**src/rtl/traffic_light_top.sv**
```systemverilog
// Single-road traffic light: GREEN->YELLOW->RED with a seconds countdown on two 7-seg digits.
// Optional build macro TL_LEADING_ZERO_BLANK_EN blanks the tens digit when it would be 0.
module traffic_light_top #(
    parameter int TICK_DIV    = 100_000_000,
    parameter int SCAN_DIV    = 100_000,
    parameter int GREEN_TIME  = 10,
    parameter int YELLOW_TIME = 3,
    parameter int RED_TIME    = 8
) (
    input  logic       sys_clk,
    input  logic       sys_rst_n,
    output logic       CA,
    output logic       CB,
    output logic       CC,
    output logic       CD,
    output logic       CE,
    output logic       CF,
    output logic       CG,
    output logic       DP,
    output logic [7:0] AN,
    output logic       R_out,
    output logic       G_out,
    output logic       B_out
);

    typedef enum logic [1:0] {
        S_GREEN  = 2'b00,
        S_YELLOW = 2'b01,
        S_RED    = 2'b10,
        S_BAD    = 2'b11
    } state_t;

    localparam int TW = (TICK_DIV > 1) ? $clog2(TICK_DIV) : 1;
    localparam int SW = (SCAN_DIV > 1) ? $clog2(SCAN_DIV) : 1;
    localparam logic [TW-1:0] TICK_MAX = TW'(TICK_DIV - 1);
    localparam logic [SW-1:0] SCAN_MAX = SW'(SCAN_DIV - 1);
    localparam logic [6:0] L_GREEN  = 7'(GREEN_TIME);
    localparam logic [6:0] L_YELLOW = 7'(YELLOW_TIME);
    localparam logic [6:0] L_RED    = 7'(RED_TIME);

    logic [TW-1:0] r_tick_cnt;
    logic [SW-1:0] r_scan_cnt;
    logic          r_digit_sel;
    logic [1:0]    r_state;
    logic [6:0]    r_remain;

    logic          w_tick;
    logic          w_scan_wrap;
    logic [1:0]    w_next;
    logic [6:0]    w_next_time;
    logic [3:0]    w_digit;
    logic [6:0]    w_seg;

    assign w_tick      = (r_tick_cnt == TICK_MAX);
    assign w_scan_wrap = (r_scan_cnt == SCAN_MAX);

    always_comb begin
        w_next      = S_RED;
        w_next_time = L_RED;
        case (r_state)
            S_GREEN: begin
                w_next      = S_YELLOW;
                w_next_time = L_YELLOW;
            end
            S_YELLOW: begin
                w_next      = S_RED;
                w_next_time = L_RED;
            end
            S_RED: begin
                w_next      = S_GREEN;
                w_next_time = L_GREEN;
            end
            default: begin
                w_next      = S_RED;
                w_next_time = L_RED;
            end
        endcase
    end

    // Reset is active-high even though the pin is named _n.
    always_ff @(posedge sys_clk) begin
        if (sys_rst_n) begin
            r_state     <= S_GREEN;
            r_remain    <= L_GREEN;
            r_tick_cnt  <= '0;
            r_scan_cnt  <= '0;
            r_digit_sel <= 1'b0;
        end else begin
            r_tick_cnt <= w_tick ? '0 : r_tick_cnt + 1'b1;
            r_scan_cnt <= w_scan_wrap ? '0 : r_scan_cnt + 1'b1;
            if (w_scan_wrap) begin
                r_digit_sel <= ~r_digit_sel;
            end
            case (r_state)
                S_GREEN, S_YELLOW, S_RED: begin
                    if (w_tick) begin
                        if (r_remain > 7'd1) begin
                            r_remain <= r_remain - 7'd1;
                        end else begin
                            r_state  <= w_next;
                            r_remain <= w_next_time;
                        end
                    end
                end
                default: begin
                    r_state  <= S_RED;
                    r_remain <= L_RED;
                end
            endcase
        end
    end

    always_comb begin
        R_out = 1'b0;
        G_out = 1'b0;
        case (r_state)
            S_GREEN:  G_out = 1'b1;
            S_YELLOW: begin
                R_out = 1'b1;
                G_out = 1'b1;
            end
            S_RED:    R_out = 1'b1;
            default:  R_out = 1'b1;
        endcase
    end

    assign B_out = 1'b0;
    assign DP    = 1'b1;

    assign w_digit = r_digit_sel ? 4'(r_remain / 7'd10)
                                 : 4'(r_remain % 7'd10);

    always_comb begin
        case (w_digit)
            4'd0:    w_seg = 7'b0000001;
            4'd1:    w_seg = 7'b1001111;
            4'd2:    w_seg = 7'b0010010;
            4'd3:    w_seg = 7'b0000110;
            4'd4:    w_seg = 7'b1001100;
            4'd5:    w_seg = 7'b0100100;
            4'd6:    w_seg = 7'b0100000;
            4'd7:    w_seg = 7'b0001111;
            4'd8:    w_seg = 7'b0000000;
            4'd9:    w_seg = 7'b0000100;
            default: w_seg = 7'b1111111;
        endcase
    end

    assign {CA, CB, CC, CD, CE, CF, CG} = w_seg;

`ifdef TL_LEADING_ZERO_BLANK_EN
    assign AN = !r_digit_sel ? 8'hFE :
                (r_remain < 7'd10) ? 8'hFF : 8'hFD;
`else
    assign AN = r_digit_sel ? 8'hFD : 8'hFE;
`endif

endmodule

```
**config.mk**
```make
export PLATFORM = sky130hd
export DESIGN_NAME = traffic_light_top
export DESIGN_NICKNAME = d
export VERILOG_FILES = /design/src/rtl/traffic_light_top.sv
export SDC_FILE = /design/constraint.sdc
export NUM_CORES = 1
export LEC_CHECK = 0
export ABC_CLOCK_PERIOD_IN_PS = 11500
export CELL_PAD_IN_SITES_DETAIL_PLACEMENT = 1
export CELL_PAD_IN_SITES_GLOBAL_PLACEMENT = 1
export CORE_MARGIN = 8
export CORE_UTILIZATION = 52
export CTS_CLUSTER_SIZE = 12
export DETAILED_ROUTE_END_ITERATION = 16
export DONT_BUFFER_PORTS = 1
export HOLD_SLACK_MARGIN = 0.03
export PLACE_DENSITY = 0.94
export SLEW_MARGIN = 30
export SYNTH_ARGS = -nofsm -noshare
export SYNTH_HDL_FRONTEND = slang
export SYNTH_SLANG_ARGS = --single-unit
export TNS_END_PERCENT = 1
```
**constraint.sdc**
```tcl
create_clock -name sys_clk -period 11.5 [get_ports sys_clk]
set_input_delay 1.725 -clock sys_clk [delete_from_list [all_inputs] [get_ports sys_clk]]
set_output_delay 1.725 -clock sys_clk [all_outputs]
set_load 0.01 [all_outputs]
```
==> results.md <==
- The clock transition at the register clock pins on the worst setup and hold paths after CTS is 0.09 ns.
- Across every metal layer, demand over resource in global routing totals 17.0%.
- Tracing the worst setup path back leads to its startpoint at r_remain[6]$_SDFFE_PP0P_.
- Across the run, the number of max-cap violations was 0.
- The clock tree from TritonCTS is yes.
- In this run, post-CTS hold repair placed 0 buffers.
- The routability congestion estimate is 0.954.
- The proportion of synthesized chip area in sequential cells is 31.8%.
- The share of the core filled with cells in the final layout is 54.3%.
- The length of the first detailed-routing pass in iterations is 4.
- Yosys attributes the largest share of cell area to dfxtp_1, nor2_1, xor2_1.
- In this run the clock root is driven by a clkbuf_8.
- VDD sags by at most 0.0865 mV.
- In this run the critical register-to-register path is launched from r_tick_cnt[2]$_SDFF_PP0_.
- The wire length per cell is 16.3 um.
- The number of endpoints with negative hold slack in the final report came to 0.
- The number of nets at the end of the flow is 420.
- Setup repair after global routing left no endpoint under its margin.
- Counting the buffers created by CTS gives 5.
- The run finished with clean final reports.
- The number of buffers between clock root and the deepest sink is 2.
- The total number of yosys warnings is 0.
- The final period demand of the worst path is 6.16 ns.
- After detailed routing, the number of remaining DRC violations is 0.
- The worst reg2reg path depth is 8.
- In this run the critical register-to-register path is captured at r_tick_cnt[26]$_SDFF_PP0_.
- After synthesis the netlist holds a flip-flop and latch count of 54.
- The count of vias placed by the detailed router is 2805.
- The number of levels the H-tree was split into is 2.
- The worst-path maximum fanout is 20.
- The total overflow left after global routing is 0.
- The cell type with the highest aggregate area in the netlist is dfxtp_1.
- The post-detailed-route via-to-cell ratio is 5.83.
- The pin count of the biggest net entering global routing is 27.
- The data arrival time at the worst-slack endpoint is 4.43 ns.
- Compared with the post-synthesis result, the final layout area differs by 1.40%.
- The post-synthesis average cell area is 8.21 um^2.
- The upper clock frequency limit is 162 MHz.
- The type of destination of the critical path is an output port.
- The via count of the first global-routing pass is 2967.
- In this run the post-CTS setup repair buffer count came out at 0.
- Across the routed clock network, the largest skew measured is 0.0116 ns.
- The setup slack after placement is 5.67 ns.
- The initial antenna violation count is 0.
- The path type of the worst setup path is reg2out.
- Once detail routing completed, the nets flagged for antenna violations numbered 0.
- The worst-margin pin slew is 0.788 ns.
- The number of instances in the synthesized netlist is 414.
- The synthesized design contains 0 enable-type register cells.
- The antenna diode count is 0.
- 21 I/O pins were placed.
- Setup slack on the worst reg-to-reg path comes out at 9.10 ns.
- The synthesized design devotes to its leading area cell type 31.8% of total area.
- Once the clock tree was built, the resizer swapped 0 gates to a different size.
- Of all flip-flops after synthesis, the portion carrying an async set or reset was 0%.
- The commonest cells after synthesis are nor2_1, dfxtp_1, nand2_1.
- In this run, the number of DRC markers left after iteration 0 of detailed routing was 141.
- The most numerous cell in the Yosys netlist is nor2_1.
- The HPWL after detailed placement is 5760 um.
- In this run, distinct cell masters in the synthesized netlist total 64.
- Across all setup checks in the final design, the least slack found is 5.34 ns.
- The post-route setup TNS is 0 ns.
- The wire length of the first global-routing pass is 13900 um.
- The floorplan step set the die width to 96.8 um.
- Setup violations remaining at the end of the flow were counted as 0.
- The required time at the worst-slack endpoint is 9.78 ns.
- In the synthesized netlist the dominant register cell turns out to be dfxtp_1.
- STA classifies the critical path startpoint as a flip-flop.
- The initial utilization of the core area, before any placement, comes to 53.5%.
- In this run the standard cell core region covers 6350 um^2.
- The path type of the worst min-delay path is reg2reg.
- Power comes to 0.304 mW.
- The area of the die is 9380 um^2.
- Measured against its own limit, the worst slew margin works out to 47.5%.
- The later-pin clock latency in the skew report is 0.31 ns.
- In this run the cell area of the synthesized design comes to 3400 um^2.
- The number of clock sinks seen by CTS is 54.
- The worst setup path endpoint is CA.
- In this run the static leakage power is 1.29 nW.
- The count of pins over their slew limit was 0.
- The portion of the clock cycle consumed by the worst path in the final layout is 53.5%.
- The final layout contains routed wiring with a total length of 7850 um.
- Dividing total power by cell area gives a power density of 88.2 nW/um^2.
- The die height is 96.8 um.
- The count of buffers added on input and output ports is 0.
- The number of cell rows is 29.
- The fraction of final layout cells with drive strength greater than 1 is 8.66%.
## critical path: stages (launching register included)
cell	delay (ns)
dfxtp_1	0.81
inv_2	0.20
ha_1	0.44
nand2b_1	0.18
o31a_1	0.30
o32ai_2	0.16
nor3_4	0.09
ha_1	0.23
nor3_1	0.29
nor3_1	0.11
o32ai_2	0.71
nor3b_2	0.44
a21oi_1	0.14
## how the worst min path moves through the flow
stage,from,to,slack (ns),depth (start not counted)
finish,r_scan_cnt[0]$_SDFF_PP0_,r_scan_cnt[0]$_SDFF_PP0_,0.46,1
global route,r_scan_cnt[0]$_SDFF_PP0_,r_scan_cnt[0]$_SDFF_PP0_,0.47,1
CTS,r_scan_cnt[0]$_SDFF_PP0_,r_scan_cnt[0]$_SDFF_PP0_,0.46,1
detailed placement,r_scan_cnt[0]$_SDFF_PP0_,r_scan_cnt[0]$_SDFF_PP0_,0.44,1
global placement,r_scan_cnt[0]$_SDFF_PP0_,r_scan_cnt[0]$_SDFF_PP0_,0.43,1
floorplan,r_scan_cnt[0]$_SDFF_PP0_,r_scan_cnt[0]$_SDFF_PP0_,0.42,1
## report_power, final
| group | switching [mW] | internal, mW |
|---|---|---|
| Combinational | 0.00563 | 0.00207 |
| Clock | 0.0629 | 0.0429 |
| Sequential | 0.00178 | 0.189 |
| Total | 0.0703 | 0.234 |
## placed cells by master, fill, tap and decap left out, types with 9 or more instances in the layout
master and instances:
nor2_1 60, dfxtp_1 54, nand2_1 31, xor2_1 24
nand3_1 21, a21oi_1 18, xnor2_1 17, ha_1 15
inv_1 11, or3_1 11, nand4_1 11, nor3_1 10
o21ai_0 9
## state kept, by name, indices dropped and copies added, names as in the netlist
| name | cells |
|---|---|
| r_scan_cnt | 17 |
| r_digit_sel | 1 |
| r_remain | 7 |
| r_tick_cnt | 27 |
| r_state | 2 |
## cells by family (layout without fill, tap and decap cells)
group | Yosys count | in the layout | share of synthesized area [%]
compound gates | 69 | 69 | 15.2
other cells | 2 | 8 | 0.221
xor+xnor | 43 | 43 | 11.5
buf+inv | 40 | 24 | 6.63
simple gates | 184 | 184 | 27.0
mux | 7 | 7 | 2.10
flops | 54 | 54 | 31.8
fa+ha+maj | 15 | 15 | 5.52
## per-stage QoR
step,cell area (um^2),hold slack (ns),cells
detailed placement,3360,0.438,473
finish,3450,0.461,481
global route,3450,0.474,481
global placement,3360,0.429,473
CTS,3450,0.461,481
floorplan,3420,0.418,420
## layout make-up
| type | instances | area [um^2] |
|---|---|---|
| repair buffers | 1 | 7.51 |
| well taps | 77 | 96.3 |
| clock inverters | 3 | 21.3 |
| inverters | 15 | 56.3 |
| fillers | 783 | 2900 |
| multi-input cells | 326 | 2110 |
| flip-flops and latches | 54 | 1080 |
| clock buffers | 5 | 68.8 |
## metal layers
metal,wire length (um),vias to the layer above,GRT usage [%]
met4,118,0,6.04
met3,228,8,3.20
met2,3940,31,29.6
met5,0,-,0
met1,3560,1372,20.1
li1,-,1394,-
(Power assumes the default switching activity.)
